[config.mk]
export PLATFORM = sky130hd
export DESIGN_NAME = turbo_frame_encoder
export DESIGN_NICKNAME = d
export VERILOG_FILES = /design/src/rtl/turbo_frame_encoder.sv
export SDC_FILE = /design/constraint.sdc
export NUM_CORES = 1
export LEC_CHECK = 0
export CORE_MARGIN = 1.5
export CORE_UTILIZATION = 50
export CTS_CLUSTER_SIZE = 24
export DETAILED_ROUTE_END_ITERATION = 10
export PLACE_DENSITY = 0.78
export REMOVE_ABC_BUFFERS = 1
export SLEW_MARGIN = 15
export SYNTH_ARGS = -nofsm -noshare
export SYNTH_HDL_FRONTEND = slang
export SYNTH_SLANG_ARGS = --single-unit
export TNS_END_PERCENT = 30
[constraint.sdc]
create_clock -name clk_i -period 3.25 [get_ports clk_i]
set_clock_uncertainty 0.05 [all_clocks]
set_input_delay 0.4875 -clock clk_i [delete_from_list [all_inputs] [get_ports clk_i]]
set_output_delay 0.4875 -clock clk_i [all_outputs]
set_load 0.02 [all_outputs]
[src/rtl/turbo_frame_encoder.sv]
// turbo_frame_encoder
//   Rate-1/3 turbo encoder. Buffers one frame of INPUT_SIZE information bits,
//   then emits EXTEND_SIZE symbols (information plus two zero tail steps).
//   Each symbol carries the systematic bit and two parities, as hard bits and
//   as antipodal soft values (+AMP for 1, -AMP for 0).
//   Encoder 1 sees the natural bit order. Encoder 2 sees bit pi(k) = (IL_A*k) mod INPUT_SIZE.
//
// Ports
//   clk_i, reset_n_i          clock (rising edge), async active-low reset
//   in_valid_i, in_bit_i      serial information bits, frame index 0 first
//   in_ready_o                high while a frame is being loaded
//   out_valid_o, out_ready_i  output symbol handshake
//   sys_bit_o, par1_bit_o, par2_bit_o   hard symbol bits
//   sys_o, par1_o, par2_o     signed soft values, SOFT_W bits
//   out_idx_o, out_last_o     symbol index, and a flag for the final symbol
//   frame_done_o              one-cycle pulse after the last symbol handshake
//
// state     | meaning
// ST_LOAD   | accepting information bits into the frame buffer
// ST_ENCODE | presenting symbols 0..EXTEND_SIZE-1, advancing on each handshake
module turbo_frame_encoder #(
  parameter int INPUT_SIZE  = 5,
  parameter int EXTEND_SIZE = 7,
  parameter int SOFT_W      = 7,
  parameter int AMP         = 4,
  parameter int IL_A        = 2
) (
  input  logic                             clk_i,
  input  logic                             reset_n_i,
  input  logic                             in_valid_i,
  input  logic                             in_bit_i,
  output logic                             in_ready_o,
  output logic                             out_valid_o,
  input  logic                             out_ready_i,
  output logic                             sys_bit_o,
  output logic                             par1_bit_o,
  output logic                             par2_bit_o,
  output logic signed [SOFT_W-1:0]         sys_o,
  output logic signed [SOFT_W-1:0]         par1_o,
  output logic signed [SOFT_W-1:0]         par2_o,
  output logic [$clog2(EXTEND_SIZE)-1:0]   out_idx_o,
  output logic                             out_last_o,
  output logic                             frame_done_o
);

  localparam int CNT_W = $clog2(INPUT_SIZE);
  localparam int IDX_W = $clog2(EXTEND_SIZE);

  localparam logic [CNT_W-1:0]         CNT_LAST = CNT_W'(INPUT_SIZE - 1);
  localparam logic [IDX_W-1:0]         IDX_LAST = IDX_W'(EXTEND_SIZE - 1);
  localparam logic [IDX_W-1:0]         IDX_INFO = IDX_W'(INPUT_SIZE);
  localparam logic [CNT_W:0]           PI_STEP  = (CNT_W + 1)'(IL_A);
  localparam logic [CNT_W:0]           PI_MOD   = (CNT_W + 1)'(INPUT_SIZE);
  localparam logic signed [SOFT_W-1:0] SOFT_POS = SOFT_W'(AMP);
  localparam logic signed [SOFT_W-1:0] SOFT_NEG = SOFT_W'(-AMP);

  typedef enum logic {ST_LOAD, ST_ENCODE} state_t;

  state_t state_q, state_d;

  logic [INPUT_SIZE-1:0]    info_q;
  logic [CNT_W-1:0]         cnt_q, cnt_d;
  logic [IDX_W-1:0]         idx_q, idx_d;
  logic [CNT_W-1:0]         pi_q, pi_d;
  logic [CNT_W:0]           pi_sum;
  // Encoder states {d1,d2} in effect for the symbol currently presented.
  logic [1:0]               s1_q, s1_d, s2_q, s2_d;
  logic                     u2_q;
  logic                     sys_q, p1_q, p2_q, last_q, valid_q, done_q;
  logic signed [SOFT_W-1:0] sys_soft_q, p1_soft_q, p2_soft_q;
  logic                     wr_en, load_sym, clear_out, done_d;
  logic                     in_info, u1, u2;

  function automatic logic signed [SOFT_W-1:0] soft_of(input logic b);
    return b ? SOFT_POS : SOFT_NEG;
  endfunction

  always_ff @(posedge clk_i or negedge reset_n_i) begin
    if (!reset_n_i) state_q <= ST_LOAD;
    else            state_q <= state_d;
  end

  always_comb begin
    state_d   = state_q;
    cnt_d     = cnt_q;
    idx_d     = idx_q;
    pi_d      = pi_q;
    s1_d      = s1_q;
    s2_d      = s2_q;
    wr_en     = 1'b0;
    load_sym  = 1'b0;
    clear_out = 1'b0;
    done_d    = 1'b0;

    // Interleaver address for the next symbol: modular accumulate, no multiply.
    pi_sum = {1'b0, pi_q} + PI_STEP;
    if (pi_sum >= PI_MOD) pi_sum = pi_sum - PI_MOD;

    case (state_q)
      ST_LOAD: begin
        if (in_valid_i) begin
          wr_en = 1'b1;
          if (cnt_q == CNT_LAST) begin
            // Symbol 0 only needs bit 0, which is already buffered.
            state_d  = ST_ENCODE;
            cnt_d    = '0;
            load_sym = 1'b1;
            idx_d    = '0;
            pi_d     = '0;
            s1_d     = '0;
            s2_d     = '0;
          end else begin
            cnt_d = cnt_q + 1'b1;
          end
        end
      end
      ST_ENCODE: begin
        if (valid_q && out_ready_i) begin
          if (last_q) begin
            state_d   = ST_LOAD;
            clear_out = 1'b1;
            done_d    = 1'b1;
            idx_d     = '0;
            pi_d      = '0;
            s1_d      = '0;
            s2_d      = '0;
          end else begin
            load_sym = 1'b1;
            idx_d    = idx_q + 1'b1;
            pi_d     = pi_sum[CNT_W-1:0];
            s1_d     = {sys_q, s1_q[1]};
            s2_d     = {u2_q, s2_q[1]};
          end
        end
      end
      default: state_d = ST_LOAD;
    endcase

    // Tail steps feed zeros into both encoders.
    in_info = (idx_d < IDX_INFO);
    u1      = in_info ? info_q[idx_d[CNT_W-1:0]] : 1'b0;
    u2      = in_info ? info_q[pi_d] : 1'b0;
  end

  always_ff @(posedge clk_i or negedge reset_n_i) begin
    if (!reset_n_i) begin
      info_q     <= '0;
      cnt_q      <= '0;
      idx_q      <= '0;
      pi_q       <= '0;
      s1_q       <= '0;
      s2_q       <= '0;
      u2_q       <= 1'b0;
      sys_q      <= 1'b0;
      p1_q       <= 1'b0;
      p2_q       <= 1'b0;
      last_q     <= 1'b0;
      valid_q    <= 1'b0;
      done_q     <= 1'b0;
      sys_soft_q <= '0;
      p1_soft_q  <= '0;
      p2_soft_q  <= '0;
    end else begin
      cnt_q  <= cnt_d;
      idx_q  <= idx_d;
      pi_q   <= pi_d;
      s1_q   <= s1_d;
      s2_q   <= s2_d;
      done_q <= done_d;
      if (wr_en) info_q[cnt_q] <= in_bit_i;
      if (load_sym) begin
        valid_q    <= 1'b1;
        u2_q       <= u2;
        sys_q      <= u1;
        p1_q       <= u1 ^ s1_d[0];
        p2_q       <= u2 ^ s2_d[0];
        last_q     <= (idx_d == IDX_LAST);
        sys_soft_q <= soft_of(u1);
        p1_soft_q  <= soft_of(u1 ^ s1_d[0]);
        p2_soft_q  <= soft_of(u2 ^ s2_d[0]);
      end else if (clear_out) begin
        valid_q    <= 1'b0;
        u2_q       <= 1'b0;
        sys_q      <= 1'b0;
        p1_q       <= 1'b0;
        p2_q       <= 1'b0;
        last_q     <= 1'b0;
        sys_soft_q <= '0;
        p1_soft_q  <= '0;
        p2_soft_q  <= '0;
      end
    end
  end

  assign in_ready_o   = (state_q == ST_LOAD);
  assign out_valid_o  = valid_q;
  assign sys_bit_o    = sys_q;
  assign par1_bit_o   = p1_q;
  assign par2_bit_o   = p2_q;
  assign sys_o        = sys_soft_q;
  assign par1_o       = p1_soft_q;
  assign par2_o       = p2_soft_q;
  assign out_idx_o    = idx_q;
  assign out_last_o   = last_q;
  assign frame_done_o = done_q;

endmodule

==> results.txt <==
first-pass GRT wire length: 6440 um
initial core utilization: 52.5%
Max Buffers Root-to-Sink: 2
Synth area leaders: dfrtp_1 (40%), buf_4 (7.7%), ha_1 (4.3%)
startpoint type of the worst setup path: flop
Die ar.: 3870 sq um
CTS buffer count: 3
clock power share: 31.5%
routability congestion estimate: 0.867
CP Data Required Time: 3.44 ns
most frequent cell after synthesis: dfrtp_1
area leader, netlist: dfrtp_1
Max-slew headroom: 63.4%
asr flop ratio synth: 100%
Seq/Total Area, Yosys: 40.0%
vias in the first global route: 1397
Worst Path Max Fanout: 6
synthesis-to-layout area growth: 15.4%
WL final: 3780 um
drc violations: 0
via count: 1391
R2R Path Start: pi_q[0]
Max H-tree Level: 1
PortBufs: 29
Initial DRT Pass Iterations: 4
final setup vio count: 0
Hold Buf Count CTS: 0
syn_area_per_cell: 9.46 sq um
Post-CTS Setup Inserts: 0
fin util: 60.6%
Syn Inst Count: 185
clock sink total: 28
CP Class: flop to flop
Multi-input gate area: 872 sq um
min-delay worst type: primary input to async pin
RR Endpoint: par2_bit_o
# fillers: 287
static leakage: 0.948 nW
switching part of the total: 22.5%
top cells by instance count after synthesis: dfrtp_1 (28), buf_4 (18), nand2_1 (18)
setup TNS: 0 ns
Power Internal: 425 uW
initial antenna violation count: 0
layout cells sized above 1: 10.8%
Worst-Skew Late Latency: 0.33 ns
Max Fclk: 330 MHz
Synth Register Bits: 28
clk slew on worst S/H paths: 0.15 ns
Sw Pwr: 124 uW
Final nets: 217
fin crit share: 93.2%
vias per inst: 5.56
Final HPWL DP: 2890 um
Final Max Slew Viols: 0
Power Total: 549 uW
CP Data Arrival Time: 3.22 ns
RSZ-0062 raised after global routing: no
Comb pwr share: 4.5%
CTS tree: built
Top Ports: 36
crit path capture type: flop
Worst Tran Pin Value: 0.544 ns
# rows: 21
share of the synthesized area in the top cell type: 40.0%
GRT overflow: 0
DRT iter0 DRCs: 60
diode count: 0
Synth Cell Area: 1750 sq um
Die Ht: 62.2 um
Antenna Violating Nets Remaining: 0
WL per Instance: 15.1 um
Die X: 62.2 um
final hold vios: 0
Resized Gates After CTS: 0
Max Cap Viol: 0
core area: 3340 sq um
R2R depth: 10
run status: completed
Seq pwr share: 64.0%
largest net degree at the start of global routing: 29
synth unique cells: 45
crit path time final: 3.03 ns
Root Buffer: clkbuf_4
PD cells: 272 nW/um^2
CP startpoint: pi_q[0]
FF-to-FF setup slack: 0.22 ns
storage element area: 701 sq um
EDFF count, synth: 0
worst vdd ir: 0.224 mV
Tot GR Track Use: 20.5%
YS warnings: 0
ys flop type: dfrtp_1
metal layers:
layer | share of wire, % | routed length, um | GRT usage, % | vias to the layer above
met4 | 0.48 | 18 | 2.78 | 0
met1 | 43 | 1610 | 25.6 | 666
li1 | - | - | - | 664
met2 | 50 | 1890 | 37.5 | 59
met5 | 0 | 0 | 0 | -
met3 | 6.9 | 259 | 4.35 | 2
metrics by stage:
step	cells	worst slack [ns]	hold slack (ns)	instance area [sq um]
after floorplan	167	0.396	0.142	1610
after global placement	246	0.290	0.418	1980
after detailed placement	246	0.206	0.428	1980
after CTS	250	0.223	0.460	2020
after global routing	250	0.116	0.479	2020
final	250	0.222	0.458	2020
state kept, by name, indices dropped and copies added, names as in the netlist:
signal,count
cnt_q,3
frame_done_o,1
sys_bit_o,1
state_q,1
par2_o,1
par2_bit_o,1
u2_q,1
sys_o,2
pi_q,3
par1_bit_o,1
par1_o,1
s2_q,1
out_idx_o,3
s1_q,2
info_q,5
out_last_o,1
logic make-up after synthesis:
family | after synthesis | synth area share [%]
compound gates | 33 | 13.4
xor+xnor | 1 | 0.500
fa+ha+maj | 7 | 5.43
buf+inv | 32 | 11.2
flops | 28 | 40.0
mux | 12 | 7.29
other cells | 1 | 0.214
simple gates | 71 | 21.9
area by class of cell:
cell class	count	area share [%]
clock buffers	4	1.80
inverters	9	1.67
multi-input cells	130	43.2
flip-flops and latches	28	34.7
well taps	46	2.85
repair buffers	33	15.9
layout by cell type, fill, tap and decap left out, types with 2 or more instances in the layout:
master,Yosys,final
conb_1,1,6
o21ai_0,10,10
nand2_1,18,18
a31o_2,2,2
or2_2,2,2
clkbuf_4,0,3
inv_1,9,9
and2_1,3,3
nor2_1,14,14
a32o_1,2,2
nand3_1,10,10
nand2b_1,3,3
dfrtp_1,28,28
mux2i_1,6,6
ha_1,6,6
buf_4,18,4
a22o_1,3,3
nor2b_1,4,4
nor3b_1,3,3
and3_1,6,6
a21oi_1,5,5
nand3b_1,2,2
mux2_2,6,6
clkdlybuf4s50_1,0,29
power groups by stage:
stage / clock network [mW] / registers [mW] / logic, mW
4_1_cts: 0.175 / 0.352 / 0.0253
3_3_place_gp: 0 / 0.358 / 0.0243
3_5_place_dp: 0 / 0.358 / 0.0252
6_report: 0.173 / 0.351 / 0.0249
2_1_floorplan: 0 / 0.358 / 0.00983
5_1_grt: 0.193 / 0.352 / 0.0281
worst max-delay path by stage:
stage                       to  slack [ns]  cells after the start
floorplan            par2_o[5]        0.40                      7
global placement     par2_o[5]        0.29                      8
detailed placement   par2_o[5]        0.21                      8
CTS                  par2_o[5]        0.22                     10
global route         par2_o[5]        0.12                     10
finish              par2_bit_o        0.22                     10
worst max-delay path, cell delays in order, from the launching register on:
cell and delay [ns]:
dfrtp_1 0.45, inv_1 0.06, ha_1 0.20, fa_1 0.42, a21boi_1 0.18, mux2i_1 0.14, a22o_1 0.28, o41a_1 0.45
nor4_4 0.38, mux2i_1 0.25, nand2_1 0.07
No activity file was read; power rests on OpenSTA's default activity.
